**src/rtl/tdm_mux_scanner.sv**
```systemverilog
// Registered N-channel mux with manual select and automatic dwell-timed scan.
// Optional registered parity output enabled by defining TDM_MUX_PARITY_EN.
module tdm_mux_scanner #(
  parameter int  WIDTH    = 1,
  parameter int  CHANNELS = 16,
  parameter int  DWELL    = 1,
  localparam int SEL_W    = $clog2(CHANNELS)
) (
  input  logic                      clk,
  input  logic                      rst_n,
  input  logic [CHANNELS*WIDTH-1:0] in,
  input  logic [SEL_W-1:0]          sel,
  input  logic                      mode,
  input  logic                      start,
  input  logic                      stop,
  output logic [WIDTH-1:0]          out,
  output logic [SEL_W-1:0]          out_ch,
  output logic                      out_valid,
  output logic                      busy,
  output logic                      wrap
`ifdef TDM_MUX_PARITY_EN
  ,output logic                     out_par
`endif
);
  localparam int CNT_W = (DWELL > 1) ? $clog2(DWELL) : 1;
  localparam logic [SEL_W:0]   CH_N  = (SEL_W+1)'(CHANNELS);
  localparam logic [SEL_W-1:0] LAST  = SEL_W'(CHANNELS - 1);
  localparam logic [CNT_W-1:0] DLAST = CNT_W'(DWELL - 1);

  typedef enum logic [1:0] {IDLE, MANUAL, SCAN} state_e;

  state_e             state_q, state_d;
  logic [WIDTH-1:0]   out_q, out_d;
  logic [SEL_W-1:0]   ch_q, ch_d;
  logic [CNT_W-1:0]   cnt_q, cnt_d;
  logic               vld_q, vld_d;
  logic               busy_q, busy_d;
  logic               wrap_q, wrap_d;
  logic               man_ok;
  logic [WIDTH-1:0]   man_out;
  logic [SEL_W-1:0]   nxt_ch;

  function automatic logic [WIDTH-1:0] pick(input logic [CHANNELS*WIDTH-1:0] d,
                                            input logic [SEL_W-1:0] s);
    pick = '0;
    for (int c = 0; c < CHANNELS; c++)
      if (s == SEL_W'(c)) pick = d[c*WIDTH +: WIDTH];
  endfunction

  // Out-of-range selects (non power-of-two CHANNELS) present zero, not valid.
  assign man_ok  = {1'b0, sel} < CH_N;
  assign man_out = man_ok ? pick(in, sel) : '0;

  always_comb begin
    state_d = state_q;
    out_d   = out_q;
    ch_d    = ch_q;
    cnt_d   = cnt_q;
    vld_d   = vld_q;
    wrap_d  = 1'b0;
    nxt_ch  = ch_q;
    case (state_q)
      IDLE: begin
        vld_d = 1'b0;
        if (start && !stop) begin
          if (mode) begin
            state_d = SCAN;
            ch_d    = '0;
            cnt_d   = '0;
            out_d   = pick(in, '0);
            vld_d   = 1'b1;
          end else begin
            state_d = MANUAL;
            ch_d    = sel;
            out_d   = man_out;
            vld_d   = man_ok;
          end
        end
      end
      MANUAL: begin
        if (stop) begin
          state_d = IDLE;
          vld_d   = 1'b0;
        end else begin
          ch_d  = sel;
          out_d = man_out;
          vld_d = man_ok;
        end
      end
      SCAN: begin
        if (stop) begin
          state_d = IDLE;
          vld_d   = 1'b0;
          cnt_d   = '0;
        end else begin
          if (cnt_q == DLAST) begin
            cnt_d  = '0;
            nxt_ch = (ch_q == LAST) ? '0 : ch_q + 1'b1;
            wrap_d = (ch_q == LAST);
          end else begin
            cnt_d = cnt_q + 1'b1;
          end
          // Held channel tracks live input data every cycle.
          ch_d  = nxt_ch;
          out_d = pick(in, nxt_ch);
          vld_d = 1'b1;
        end
      end
      default: state_d = IDLE;
    endcase
    busy_d = (state_d != IDLE);
  end

  always_ff @(posedge clk or negedge rst_n) begin
    if (!rst_n) begin
      state_q <= IDLE;
      out_q   <= '0;
      ch_q    <= '0;
      cnt_q   <= '0;
      vld_q   <= 1'b0;
      busy_q  <= 1'b0;
      wrap_q  <= 1'b0;
    end else begin
      state_q <= state_d;
      out_q   <= out_d;
      ch_q    <= ch_d;
      cnt_q   <= cnt_d;
      vld_q   <= vld_d;
      busy_q  <= busy_d;
      wrap_q  <= wrap_d;
    end
  end

  assign out       = out_q;
  assign out_ch    = ch_q;
  assign out_valid = vld_q;
  assign busy      = busy_q;
  assign wrap      = wrap_q;

`ifdef TDM_MUX_PARITY_EN
  logic par_q, par_d;
  always_comb par_d = ^out_d;
  always_ff @(posedge clk or negedge rst_n) begin
    if (!rst_n) par_q <= 1'b0;
    else        par_q <= par_d;
  end
  assign out_par = par_q;
`endif
endmodule

```
**config.mk**
```make
export PLATFORM = sky130hd
export DESIGN_NAME = tdm_mux_scanner
export DESIGN_NICKNAME = d
export VERILOG_FILES = /design/src/rtl/tdm_mux_scanner.sv
export SDC_FILE = /design/constraint.sdc
export NUM_CORES = 1
export LEC_CHECK = 0
export CORE_MARGIN = 8
export CORE_UTILIZATION = 49
export CTS_CLUSTER_DIAMETER = 120
export DETAILED_ROUTE_END_ITERATION = 6
export HOLD_SLACK_MARGIN = 0.12
export PLACE_DENSITY = 0.84
export RECOVER_POWER = 25
export SLEW_MARGIN = 20
export SYNTH_ARGS = -nofsm -noshare
export SYNTH_HDL_FRONTEND = slang
export SYNTH_SLANG_ARGS = --single-unit
```
**constraint.sdc**
```tcl
create_clock -name clk -period 3.79 [get_ports clk]
set_input_delay 0.9475 -clock clk [delete_from_list [all_inputs] [get_ports clk]]
set_output_delay 0.9475 -clock clk [all_outputs]
set_load 0.005 [all_outputs]
```
==> flow_summary.json <==
{
  "outcome": "completed",
  "maxCapViolCount": 0,
  "critPathMaxFanout": 9,
  "holdWs_ps": 498,
  "start_util": 0.515,
  "cts_tree": "built",
  "synthesis.instances": 118,
  "fmax_ghz": 0.363,
  "ys_seq_elements": 10,
  "yosys_warnings": 0,
  "ys_async_sr_fraction": 1.00,
  "final_cell_area_um2": 1390,
  "clock_sinks": 10,
  "synthFlopType": "dfrtp_1",
  "grt_first_pass_wirelength_um": 4840,
  "powerDensity_nw_per_um2": 637,
  "hold_class": "reg -> reg",
  "totalWireLength_um": 2950,
  "clk_pin_slew_ps": 70,
  "die_y_um": 61.4,
  "synth-edff-count": 0,
  "period_needed_ps": 2760,
  "vias": 1039,
  "required_ps": 3950,
  "htree_levels": 1,
  "final_layout_size_suffix_gt1_frac": 0.0600,
  "antenna_left": 0,
  "drt_iter0_drc": 36,
  "core_area_um2": 1960,
  "grt_max_degree": 11,
  "crit_path_end_kind": "flip-flop",
  "dr.pass1.iters": 4,
  "globalplace.congestion": 0.879,
  "synth_nets": 152,
  "period_share": 0.727,
  "utilization": 0.706,
  "portBuffers": 32,
  "worst_slew_pin_slew_ps": 597,
  "cts_buffer_depth": 2,
  "synth.top_cell.area_share": 0.248,
  "die_area_um2": 3770,
  "synth_area_um2": 1010,
  "rsz0062_at_grt": "no",
  "root_buffer": "clkbuf_4",
  "grt_usage": 0.170,
  "irDropWorstVdd_mv": 0.391,
  "wl_per_cell_um": 16.6,
  "synth_common_cells": "13 x nand2_1, 10 x dfrtp_1, 9 x ha_1, 9 x nor2_1, 9 x nor2b_1",
  "synthDistinctLibCells": 39,
  "worstSetupPathType": "in -> reg",
  "dp_hpwl_um": 2350,
  "grt_pass1_vias": 1054,
  "synthTopCellsByArea": "dfrtp_1 25%, ha_1 11%, nor2b_1 5.6%, nand2_1 4.8%, mux4_2 4.5%",
  "num_rows": 16,
  "yosysMostFrequentCell": "nand2_1",
  "cts_made_buffers": 3,
  "hold_violations": 0,
  "insertion_delay_ps": 270,
  "diodes": 0,
  "drv_slew": 0,
  "finalPower_w": 0.000882,
  "crit_arrival_ps": 2920,
  "io-pin-count": 33,
  "finalSetupTns_ps": 0,
  "gr-total-overflow": 0,
  "synth_seq_area_share": 0.248,
  "syn_to_final_growth_pct": 37.0,
  "skew_ps": 5.79,
  "drcViolationCount": 0,
  "post_dp_cell_area_um2": 1350,
  "cts_resized": 0,
  "nNetsFinal": 185,
  "startpoint_type": "input pin",
  "syn_avg_cell_area_um2": 8.57,
  "slew_headroom": 0.591,
  "fill_cells": 172,
  "cts_setup_buffers": 0,
  "die_x_um": 61.4,
  "cts_hold_buffers": 0,
  "synth_area_leader_cell": "dfrtp_1",
  "via_per_inst": 5.87,
  "antenna_found_initial": 0,
  "p_leak_nw": 0.560,
  "setup_viol": 0
}
area by class of cell:
cell class,count,area (um^2),share of cell area
clock buffers,4,36.3,0.0262
flip-flops and latches,10,250,0.181
multi-input cells,97,718,0.519
repair buffers,32,320,0.231
inverters,7,26.3,0.0190
well taps,27,33.8,0.0244
metrics by stage:
| step | instances | setup slack, ps |
|---|---|---|
| after global placement | 173 | 789 |
| after global routing | 177 | 922 |
| after detailed placement | 173 | 749 |
| after floorplan | 118 | 1230 |
| after CTS | 177 | 1040 |
| final | 177 | 1030 |
registers in the layout, indices dropped and copies added (netlist names):
| register | cells |
|---|---|
| out_valid | 1 |
| out_ch | 4 |
| busy | 1 |
| out | 1 |
| wrap | 1 |
| state_q | 2 |
cells by family after synthesis:
group / count (synthesis) / synth area share
flops: 10 / 0.248
simple gates: 45 / 0.235
xor+xnor: 2 / 0.0248
mux: 7 / 0.100
buf+inv: 11 / 0.0421
fa+ha+maj: 9 / 0.111
compound gates: 34 / 0.239
power breakdown:
| part | total, W | internal (W) | switching, W |
|---|---|---|---|
| clock network | 0.0000993 | 0.0000584 | 0.0000409 |
| logic | 0.000572 | 0.000286 | 0.000286 |
| registers | 0.000210 | 0.000152 | 0.0000582 |
| total | 0.000882 | 0.000497 | 0.000385 |
worst max-delay path: stages:
cell             delay [ps]
clkdlybuf4s50_1         720
mux4_2                  550
nand2b_1                160
nand4b_1                110
o2111ai_1               110
o32a_1                  320
layer usage:
metal / vias up / routed length (um) / track usage / part of all wire
li1: 505 / - / - / -
met1: 489 / 1190 / 0.184 / 0.40
met2: 38 / 1470 / 0.312 / 0.50
met3: 7 / 231 / 0.0355 / 0.078
met4: 0 / 62 / 0.0714 / 0.021
met5: - / 0 / 0 / 0
layout by cell type, fill, tap and decap left out, types with 2 or more instances in the layout:
cell type,instances
mux2i_1,3
nor2_1,9
a22oi_1,3
nand2_1,13
a31oi_1,3
o211ai_1,2
nand3b_1,4
clkdlybuf4s50_1,31
a21oi_1,6
nand3_1,3
o21ai_0,6
mux4_2,2
a2111oi_0,2
clkbuf_4,3
nand2b_1,2
o32a_1,2
dfrtp_1,10
nand4b_1,2
ha_1,9
nor2b_1,9
inv_1,7
final timing paths:
check	startpoint	slack, ps	to	depth (start not counted)
worst min register to register	out_valid$_DFFE_PN0P_	500	out_valid$_DFFE_PN0P_	2
worst max register to register	out_ch[0]$_DFFE_PN0P_	1310	out$_DFFE_PN0P_	6
worst min-delay path	out_valid$_DFFE_PN0P_	500	out_valid$_DFFE_PN0P_	2
max in group asynchronous	rst_n	2410	out_ch[0]$_DFFE_PN0P_	1
worst max-delay path	sel[0]	1030	out$_DFFE_PN0P_	6
min in group asynchronous	rst_n	1060	out_ch[1]$_DFFE_PN0P_	1
(Power assumes the default switching activity.)
